`config.mk`:
```
export PLATFORM = sky130hd
export DESIGN_NAME = delay_tap_reader_flat
export DESIGN_NICKNAME = d
export VERILOG_FILES = /design/src/rtl/delay_tap_reader_if.sv /design/src/rtl/delay_tap_reader.sv /design/src/flat_wrapper.sv
export SDC_FILE = /design/constraint.sdc
export NUM_CORES = 1
export LEC_CHECK = 0
export ABC_AREA = 1
export ABC_CLOCK_PERIOD_IN_PS = 2950
export BUFFER_PORTS_ARGS = -buffer_cell sky130_fd_sc_hd__buf_2
export CELL_PAD_IN_SITES_DETAIL_PLACEMENT = 1
export CELL_PAD_IN_SITES_GLOBAL_PLACEMENT = 1
export CORE_UTILIZATION = 41
export CTS_BUF_LIST = sky130_fd_sc_hd__clkbuf_8
export DETAILED_ROUTE_END_ITERATION = 6
export PLACE_DENSITY_LB_ADDON = 0.1
export SYNTH_ARGS = -nofsm -noshare
export SYNTH_HDL_FRONTEND = slang
export SYNTH_SLANG_ARGS = --single-unit
```
`constraint.sdc`:
```
create_clock -name CLK -period 2.95 [get_ports CLK]
set_input_delay 0.59 -clock CLK [delete_from_list [all_inputs] [get_ports CLK]]
set_output_delay 0.59 -clock CLK [all_outputs]
set_load 0.02 [all_outputs]
```
`src/rtl/delay_tap_reader_if.sv`:
```
// Sample-in / tap-out stream bundle for delay_tap_reader.
// master = the delay line (producer of taps), slave = the feeder/consumer side.
interface delay_tap_reader_if #(
  parameter int BITWIDTH_DATA = 16,
  parameter int LENGTH        = 32
);
  logic                       START_FLAG;
  logic [BITWIDTH_DATA-1:0]   DATA_IN;
  logic [BITWIDTH_DATA-1:0]   TAP_DATA;
  logic [$clog2(LENGTH):0]    TAP_IDX;
  logic                       TAP_VALID;
  logic                       TAP_READY;
  logic                       TAP_LAST;

  modport master (
    input  START_FLAG, DATA_IN, TAP_READY,
    output TAP_DATA, TAP_IDX, TAP_VALID, TAP_LAST
  );

  modport slave (
    output START_FLAG, DATA_IN, TAP_READY,
    input  TAP_DATA, TAP_IDX, TAP_VALID, TAP_LAST
  );
endinterface

```
`src/rtl/delay_tap_reader.sv`:
```
// Circular delay line: each accepted sample triggers a burst of all LENGTH taps,
// newest first, over a valid/ready stream. Samples arriving mid-burst are dropped.
module delay_tap_reader #(
  parameter int BITWIDTH_DATA = 16,
  parameter int LENGTH        = 32
) (
  input  logic                CLK,
  input  logic                nRST,
  input  logic                EN,
  delay_tap_reader_if.master  tap,
  output logic                BUSY,
  output logic                OVERRUN
);
  localparam int PTR_W = $clog2(LENGTH);
  localparam int IDX_W = $clog2(LENGTH) + 1;
  localparam logic [PTR_W-1:0] LAST_PTR = PTR_W'(LENGTH - 1);
  localparam logic [IDX_W-1:0] LAST_IDX = IDX_W'(LENGTH - 1);
  localparam logic [IDX_W-1:0] LEN_IDX  = IDX_W'(LENGTH);

  typedef enum logic [0:0] {IDLE = 1'b0, STREAM = 1'b1} state_t;

  state_t                   state_r, state_s;
  logic [PTR_W-1:0]         wr_ptr_r, wr_ptr_s;
  logic [PTR_W-1:0]         newest_r, newest_s;
  logic [IDX_W-1:0]         tap_cnt_r, tap_cnt_s;
  logic [IDX_W-1:0]         nxt_idx_s;
  logic                     tap_last_r, tap_last_s;
  logic [BITWIDTH_DATA-1:0] tap_data_r, tap_data_s;
  logic                     overrun_r, overrun_s;
  logic                     wr_en_s;
  logic [BITWIDTH_DATA-1:0] buf_r [LENGTH];

  // Slot holding the sample idx steps older than newest, wrapping for any LENGTH.
  function automatic logic [PTR_W-1:0] rd_addr(input logic [PTR_W-1:0] newest,
                                               input logic [IDX_W-1:0] idx);
    logic [IDX_W-1:0] n;
    n = {1'b0, newest};
    if (n >= idx) begin
      rd_addr = PTR_W'(n - idx);
    end else begin
      rd_addr = PTR_W'(n + LEN_IDX - idx);
    end
  endfunction

  assign nxt_idx_s = tap_cnt_r + IDX_W'(1);

  // Next-state and next-output logic; tap data is prefetched one step ahead.
  always_comb begin
    state_s    = state_r;
    wr_ptr_s   = wr_ptr_r;
    newest_s   = newest_r;
    tap_cnt_s  = tap_cnt_r;
    tap_last_s = tap_last_r;
    tap_data_s = tap_data_r;
    overrun_s  = overrun_r;
    wr_en_s    = 1'b0;
    case (state_r)
      IDLE: begin
        if (tap.START_FLAG) begin
          wr_en_s    = 1'b1;
          newest_s   = wr_ptr_r;
          wr_ptr_s   = (wr_ptr_r == LAST_PTR) ? {PTR_W{1'b0}} : wr_ptr_r + PTR_W'(1);
          tap_cnt_s  = {IDX_W{1'b0}};
          tap_last_s = 1'b0;
          tap_data_s = tap.DATA_IN;
          state_s    = STREAM;
        end else begin
          state_s    = IDLE;
        end
      end
      STREAM: begin
        if (tap.START_FLAG) begin
          overrun_s = 1'b1;
        end else begin
          overrun_s = overrun_r;
        end
        if (tap.TAP_READY && tap_last_r) begin
          state_s    = IDLE;
          tap_cnt_s  = {IDX_W{1'b0}};
          tap_last_s = 1'b0;
          tap_data_s = {BITWIDTH_DATA{1'b0}};
        end else if (tap.TAP_READY) begin
          tap_cnt_s  = nxt_idx_s;
          tap_last_s = (nxt_idx_s == LAST_IDX);
          tap_data_s = buf_r[rd_addr(newest_r, nxt_idx_s)];
        end else begin
          state_s    = STREAM;
        end
      end
      default: begin
        state_s = IDLE;
      end
    endcase
  end

  // Control and output registers; EN low clears everything like reset.
  always_ff @(posedge CLK or negedge nRST) begin
    if (!nRST) begin
      state_r    <= IDLE;
      wr_ptr_r   <= {PTR_W{1'b0}};
      newest_r   <= {PTR_W{1'b0}};
      tap_cnt_r  <= {IDX_W{1'b0}};
      tap_last_r <= 1'b0;
      tap_data_r <= {BITWIDTH_DATA{1'b0}};
      overrun_r  <= 1'b0;
    end else if (!EN) begin
      state_r    <= IDLE;
      wr_ptr_r   <= {PTR_W{1'b0}};
      newest_r   <= {PTR_W{1'b0}};
      tap_cnt_r  <= {IDX_W{1'b0}};
      tap_last_r <= 1'b0;
      tap_data_r <= {BITWIDTH_DATA{1'b0}};
      overrun_r  <= 1'b0;
    end else begin
      state_r    <= state_s;
      wr_ptr_r   <= wr_ptr_s;
      newest_r   <= newest_s;
      tap_cnt_r  <= tap_cnt_s;
      tap_last_r <= tap_last_s;
      tap_data_r <= tap_data_s;
      overrun_r  <= overrun_s;
    end
  end

  // Sample storage; zeroed so never-written taps read as 0.
  always_ff @(posedge CLK or negedge nRST) begin
    if (!nRST) begin
      for (int i = 0; i < LENGTH; i++) buf_r[i] <= {BITWIDTH_DATA{1'b0}};
    end else if (!EN) begin
      for (int i = 0; i < LENGTH; i++) buf_r[i] <= {BITWIDTH_DATA{1'b0}};
    end else if (wr_en_s) begin
      buf_r[wr_ptr_r] <= tap.DATA_IN;
    end else begin
      buf_r[wr_ptr_r] <= buf_r[wr_ptr_r];
    end
  end

  assign tap.TAP_VALID = (state_r == STREAM);
  assign tap.TAP_IDX   = tap_cnt_r;
  assign tap.TAP_LAST  = tap_last_r;
  assign tap.TAP_DATA  = tap_data_r;
  assign BUSY          = (state_r == STREAM);
  assign OVERRUN       = overrun_r;
endmodule
```
`src/flat_wrapper.sv`:
```
// flat-port wrapper written by rule: the top's interface ports become plain ports
module delay_tap_reader_flat 
#(
  parameter int BITWIDTH_DATA = 16,
  parameter int LENGTH        = 32
)
  (CLK, nRST, EN, BUSY, OVERRUN, tap_START_FLAG, tap_DATA_IN, tap_TAP_READY, tap_TAP_DATA, tap_TAP_IDX, tap_TAP_VALID, tap_TAP_LAST);
  delay_tap_reader_if #(.BITWIDTH_DATA(BITWIDTH_DATA), .LENGTH(LENGTH)) tap_i ();
  input  logic CLK;
  input  logic nRST;
  input  logic EN;
  output logic BUSY;
  output logic OVERRUN;
  input wire logic [$bits(tap_i.START_FLAG)-1:0] tap_START_FLAG;
  input wire logic [$bits(tap_i.DATA_IN)-1:0] tap_DATA_IN;
  input wire logic [$bits(tap_i.TAP_READY)-1:0] tap_TAP_READY;
  output wire logic [$bits(tap_i.TAP_DATA)-1:0] tap_TAP_DATA;
  output wire logic [$bits(tap_i.TAP_IDX)-1:0] tap_TAP_IDX;
  output wire logic [$bits(tap_i.TAP_VALID)-1:0] tap_TAP_VALID;
  output wire logic [$bits(tap_i.TAP_LAST)-1:0] tap_TAP_LAST;
  assign tap_i.START_FLAG = tap_START_FLAG;
  assign tap_i.DATA_IN = tap_DATA_IN;
  assign tap_i.TAP_READY = tap_TAP_READY;
  assign tap_TAP_DATA = tap_i.TAP_DATA;
  assign tap_TAP_IDX = tap_i.TAP_IDX;
  assign tap_TAP_VALID = tap_i.TAP_VALID;
  assign tap_TAP_LAST = tap_i.TAP_LAST;
  delay_tap_reader #(.BITWIDTH_DATA(BITWIDTH_DATA), .LENGTH(LENGTH)) u_core (.CLK(CLK), .nRST(nRST), .EN(EN), .tap(tap_i), .BUSY(BUSY), .OVERRUN(OVERRUN));
endmodule
```
# --- After elaboration in Yosys (flattened, before gate mapping) ---
# Cells that the tools add are included.
classes:
  shift: 0
  order_cmp: 4
  mul: 0
  bitwise: 3
  n_addsub: 5
  n_reduce_logical: 5
  n_eq_ne: 7
  div_mod_pow: 0
  n_mux: 46
op_table:
  columns: ["op", "count"]
  rows:
  - ["bitwise mux 512 bit", 2]
  - ["two-way mux 512 bit", 2]
  - ["binary-select mux 16 bit (select 5 bit)", 2]
  - ["two-way mux 16 bit", 9]
  - ["demux 16 bit (select 5 bit)", 1]
  - ["two-way mux 5 bit", 11]
  - ["one-hot mux 16 bit (2 select lines)", 1]
  - ["two-way mux 6 bit", 4]
  - [">= comparator 6 bit (second input constant)", 2]
  - ["NOT 5 -> 6 bit", 2]
  - ["one-hot mux 6 bit (2 select lines)", 1]
  - ["two-way mux 1 bit", 11]
  - ["adder 5 x 1 -> 5 bit (second input constant)", 2]
  - ["subtractor 5 bit", 2]
  - ["adder 6 x 1 -> 6 bit (second input constant)", 1]
  - ["equality test 6 x 5 -> 1 bit (second input constant)", 1]
  - [">= comparator 5 x 6 -> 1 bit", 1]
  - ["less-than comparator 6 x 1 -> 1 bit (second input constant)", 1]
  - ["AND reduction 2 bit", 3]
  - ["equality test 5 bit (second input constant)", 1]
  - ["inequality test 2 x 1 -> 1 bit (second input constant)", 2]
  - ["inequality test 4 bit (second input constant)", 1]
  - ["one-hot mux 1 bit (2 select lines)", 2]
  - ["inequality test 3 bit (second input constant)", 1]
  - ["other kinds (3)", 4]
totals:
  elab_cells: 109
  ram_bits: 0
  romBits: 0
  inputBits: 21
  n_memories: 0
  latchBits: 0
  reg_bits: 547
  out_inout_bits: 26

# --- Logic depth before layout (Yosys ltp) ---
logic_depth:
  depth_word: 14
  ltp_mapped: 16
  mapped_depth_nobuf: 15

# --- Worst setup path after synthesis ---
# No wires, ideal clock.
synth_timing:
  path_kind: "reg2reg"
  from: "register u_core.tap_cnt_r[0] (netlist: u_core.tap.TAP_IDX[0])"
  to: "register u_core.tap_data_r[11] (netlist: u_core.tap.TAP_DATA[11])"
  path_buffers: 2
  t_required_ns: 2.833
  setup_slack_ns: 0.223
  synth_period_minus_slack_ns: 2.727
  arrival_ns: 2.610
  setup_ns: 0.117
  path_stages_with_launch: 17
  path_cell_list: "dfrtp_1 -> inv_1 -> ha_1 -> inv_1 -> fa_1 -> inv_1 -> clkbuf_1 -> clkbuf_1 -> nand3_1 -> nand3_1 -> nand3_1 -> nand2_1 -> nand2_1 -> nand3_1 -> nand2_1 -> nand2_1 -> nand2_1"
synth_between:
  elab_chain_cells: 14
  elab_cells_between_ends: 16
  classes_between: "add/sub: 3; order compare: 1; mux: 11; bitwise: 1"
synth_lines:
  columns: ["element", "line_no", "rtl"]
  rows:
  - ["start: declaration", "delay_tap_reader.sv:25", "logic [IDX_W-1:0] tap_cnt_r, tap_cnt_s;"]
  - ["start signal: assignment", "delay_tap_reader.sv:102", "tap_cnt_r <= {IDX_W{1'b0}};"]
  - ["start signal: assignment", "delay_tap_reader.sv:110", "tap_cnt_r <= {IDX_W{1'b0}};"]
  - ["start signal: assignment", "delay_tap_reader.sv:118", "tap_cnt_r <= tap_cnt_s;"]
  - ["adder 6 x 1 -> 6 bit (*)", "delay_tap_reader.sv:45", "assign nxt_idx_s = tap_cnt_r + IDX_W'(1);"]
  - ["subtractor 5 bit (tied with other cells)", "delay_tap_reader.sv:41", "rd_addr = PTR_W'(n + LEN_IDX - idx);"]
  - ["two-way mux 5 bit (*)", "delay_tap_reader.sv:38", "if (n >= idx) begin"]
  - ["two-way mux 5 bit (*)", "delay_tap_reader.sv:82", "end else if (tap.TAP_READY) begin"]
  - ["two-way mux 5 bit (*)", "delay_tap_reader.sv:77", "if (tap.TAP_READY && tap_last_r) begin"]
  - ["two-way mux 5 bit (*)", "delay_tap_reader.sv:57", "case (state_r)"]
  - ["NOT 5 -> 6 bit (implied by the code) (*)", "delay_tap_reader.sv:85", "tap_data_s = buf_r[rd_addr(newest_r, nxt_idx_s)];"]
  - ["binary-select mux 16 bit (select 5 bit) (*)", "delay_tap_reader.sv:85", null]
  - ["two-way mux 16 bit (implied by the code) (*) (2 in a row)", "delay_tap_reader.sv:85", null]
  - ["two-way mux 16 bit (*)", "delay_tap_reader.sv:82", null]
  - ["two-way mux 16 bit (*)", "delay_tap_reader.sv:77", null]
  - ["one-hot mux 16 bit (2 select lines) (*)", "delay_tap_reader.sv:57", null]
  - ["two-way mux 16 bit (*)", "delay_tap_reader.sv:106", "end else if (!EN) begin"]
  - ["end signal: assignment", "delay_tap_reader.sv:104", "tap_data_r <= {BITWIDTH_DATA{1'b0}};"]
  - ["end signal: assignment", "delay_tap_reader.sv:112", "tap_data_r <= {BITWIDTH_DATA{1'b0}};"]
  - ["end signal: assignment", "delay_tap_reader.sv:120", "tap_data_r <= tap_data_s;"]
  - ["end: declaration", "delay_tap_reader.sv:28", "logic [BITWIDTH_DATA-1:0] tap_data_r, tap_data_s;"]
# Mark *: on every way between the ends. The rest lies on a longest branch, timed or not. The select of a mux whose other input is x is not followed.
# A chain may end at the register's enable or synchronous reset.

# --- Worst setup path after layout ---
layout_timing:
  from: "register u_core.tap_cnt_r[1] (netlist: u_core.tap.TAP_IDX[1])"
  to: "register u_core.tap_data_r[3] (netlist: u_core.tap.TAP_DATA[3])"
# The elaborated chain is that of the path after synthesis.

==> results_dict.tcl <==
set metrics [dict create \
    status "complete, but fails checks" \
    violations "DRC, setup timing" \
    total_power_mw 38.3 \
    final_nets 4912 \
    leakagePower_nw 19.9 \
    min_path_type "input port to flip-flop" \
    fin_util_pct 50.6 \
    ios 47 \
    synth.yosys.seq_area_share_pct 42.3 \
    pre_cts_ws_ns -0.487 \
    cts_tree "yes" \
    post_drt_via_cell_ratio 6.15 \
    pwr-share-comb_pct 58.7 \
    final_common_cell "nand2_1" \
    clock_latency_ns 0.75 \
    area_growth_pct 21.6 \
    worst_pin_slew_ns 1.23 \
    grt_pass1_vias 37100 \
    grt_pass1_wl_mm 253 \
    ys_ff_latch 547 \
    die_w_um 283 \
    wl_per_cell_um 28.7 \
    dr.pass1.iters 7 \
    setup_slack_ns -0.0385 \
    path_clk_slew_ns 0.07 \
    layout_common_cells "nand2_1, nand3_1, dfrtp_1" \
    hold_viol 0 \
    required_ns 3.60 \
    yosys.area.top_type "dfrtp_1" \
    grt_overflow 0 \
    die-area_sq_um 80100 \
    yosysWarnings 0 \
    post_dp_cell_area_sq_um 35000 \
    p_per_area_nw_per_um2 971 \
    place_congestion 0.970 \
    worstSetupPathType "flip-flop to flip-flop" \
    hold_slack_ns 0.104 \
    cp.arrival_ns 3.64 \
    final-setup-viol-count 10 \
    clkPwrFrac_pct 20.9 \
    rows 102 \
    start_util_pct 41.6 \
    worst-path-max-fanout 6 \
    synth_area_leaders "dfrtp_1, nand2_1, nand3_1" \
    antenna_found_initial 4 \
    crit_path_start_kind "flip-flop" \
    dp.cells 5771 \
    slew_headroom_pct 17.4 \
    seqPwrFrac_pct 20.4 \
    ir_worst_vdd_uv 511 \
    max_freq_ghz 0.335 \
    grt.total_usage_pct 42.3 \
    clock_skew_ns 0.0450 \
    drc_errors 1 \
    post-route-cell-area_sq_um 39400 \
    intPower_mw 19.9 \
    rr_startpoint "u_core.tap.TAP_IDX[1]$_DFFE_PN0P_" \
    grt_max_degree 83 \
    crit_path_start "u_core.tap.TAP_IDX[1]$_DFFE_PN0P_" \
    drtIter0Drc 4557 \
    synth_area_per_cell_sq_um 6.75 \
    cts.sinks 547 \
    ys_types 33 \
    finalMaxSlewViolations 0 \
    rsz0062_at_grt "true" \
    numCtsBuffers 102 \
    p_switching_mw 18.4 \
    fin_crit_sh_pct 101 \
    htreeDepth 3 \
    fill_cells 9819 \
    coreArea_sq_um 77800 \
    final_antenna_net_count 0 \
    netlist.area_leader.share_pct 42.3 \
    drt-met1-wl_mm 67.3 \
    hp-start "tap_START_FLAG" \
    tns_ns -0.175 \
    totalWireLength_mm 172 \
    swShare_pct 48.0 \
    port_buffers 46 \
    synth_area_sq_um 32400 \
    dr_wl_met3_mm 17.0 \
    syn_nets 4829 \
    root_buffer "clkbuf_8" \
    die_h_um 283 \
    top_layer_used "met5" \
    clock_path_buffers 3 \
    max_cap_viol_count 0 \
    dr_wl_met2_mm 74.6 \
    fin_crit_ns 2.99 \
    drive_gt1_share_pct 16.1 \
    crit_path_end_kind "flip-flop" \
    fin_cells 6003 \
    postSynthCellCount 4796 \
    dp_hpwl_mm 111 \
    dr_total_vias 36900 \
]
## Yosys cell counts
cell type and n:
clkbuf_1 188, o21ai_0 267, o41ai_1 1, o22ai_1 103, xor2_1 3, nor3b_1 1
nor3_1 8, a21oi_2 1, buf_1 50, ha_1 11, nand3_2 15, inv_1 67
o21ai_1 52, nand4_1 3, clkinv_1 3, o2bb2ai_1 1, nor2_1 400, nor2_2 20
xnor2_2 1, xor2_4 1, nand2_1 1921, fa_1 1, o21ai_2 1, o31ai_1 1
buf_2 67, a22o_1 1, inv_4 1, inv_2 33, nand3_1 923, a21oi_1 36
buf_6 52, dfrtp_1 547, buf_4 16
## flip-flops by register name (all words and copies together), names as in the netlist
register,flops
u_core.buf_r,512
u_core.OVERRUN,1
u_core.wr_ptr_r,5
u_core.tap.TAP_LAST,1
u_core.BUSY,1
u_core.tap.TAP_DATA,16
u_core.newest_r,5
u_core.tap.TAP_IDX,6
## worst max-delay path: stages (launching register included)
cell and delay, ns:
dfrtp_1 0.42, ha_4 0.29, inv_2 0.03, fa_4 0.79
buf_12 0.18, buf_12 0.13, buf_12 0.14, buf_16 0.13
nand3_1 0.09, nand3_2 0.12, nand3_4 0.12, nand2_2 0.09
nand2_2 0.09, nand3_1 0.10, nand2_1 0.05, nand2_1 0.06
nand2_1 0.05
## path summary, 6_finish.rpt
kind | cells past startpoint | slack [ns] | endpoint
min in group asynchronous | 2 | 0.33 | u_core.tap.TAP_IDX[4]$_DFFE_PN0P_
worst max register to register | 16 | -0.04 | u_core.tap.TAP_DATA[3]$_DFFE_PN0P_
worst min-delay path | 3 | 0.10 | u_core.OVERRUN$_DFFE_PN0P_
worst max-delay path | 16 | -0.04 | u_core.tap.TAP_DATA[3]$_DFFE_PN0P_
worst min register to register | 2 | 0.50 | u_core.OVERRUN$_DFFE_PN0P_
max in group asynchronous | 4 | 1.57 | u_core.buf_r[120]$_DFFE_PN0P_
## timing repair
item                                    4_1_cts  5_1_grt
pin swaps                                    99       58
gates resized for setup                     257       70
setup buffers                                31        6
hold buffers                                  1        0
hold endpoints to repair                     28        0
gates cloned                                  6        1
endpoints found under the setup margin       16       57
## area by class of cell
| cell class | instances | area, sq um | share of cell area (%) |
|---|---|---|---|
| clock inverters | 51 | 300 | 0.762 |
| repair buffers | 352 | 3980 | 10.1 |
| well taps | 1040 | 1300 | 3.30 |
| clock buffers | 134 | 1840 | 4.68 |
| diodes | 3 | 7.51 | 0.0191 |
| flip-flops and latches | 547 | 13700 | 34.8 |
| inverters | 104 | 424 | 1.08 |
| multi-input cells | 3772 | 17800 | 45.3 |
## logic make-up (layout without fill, tap and decap cells)
family	after synthesis	after routing	share of synthesized area, %
and+or+nand+nor	3291	3291	42.2
DFF	547	547	42.3
buffers and inverters	477	641	7.19
AOI/OAI and AO/OA	464	464	7.63
adders and majority gates	12	12	0.487
xor gates and xnor gates	5	5	0.216
other	0	3	0
## per-layer routing
layer	GRT usage, %	vias to the layer above
met5	0	-
met4	28.4	6
met3	9.94	549
met2	63.1	2026
met1	54.7	18500
li1	-	15800
## power by group through the flow
stage                     Clock [mW]  Sequential, mW  Combinational (mW)
after global placement             0            7.93                16.3
after CTS                       8.04            7.80                21.0
after detailed placement           0            7.93                16.5
after global routing            8.34            7.80                23.0
after floorplan                    0            7.91                8.18
final                           8.01            7.81                22.5
(Power assumes the default switching activity.)
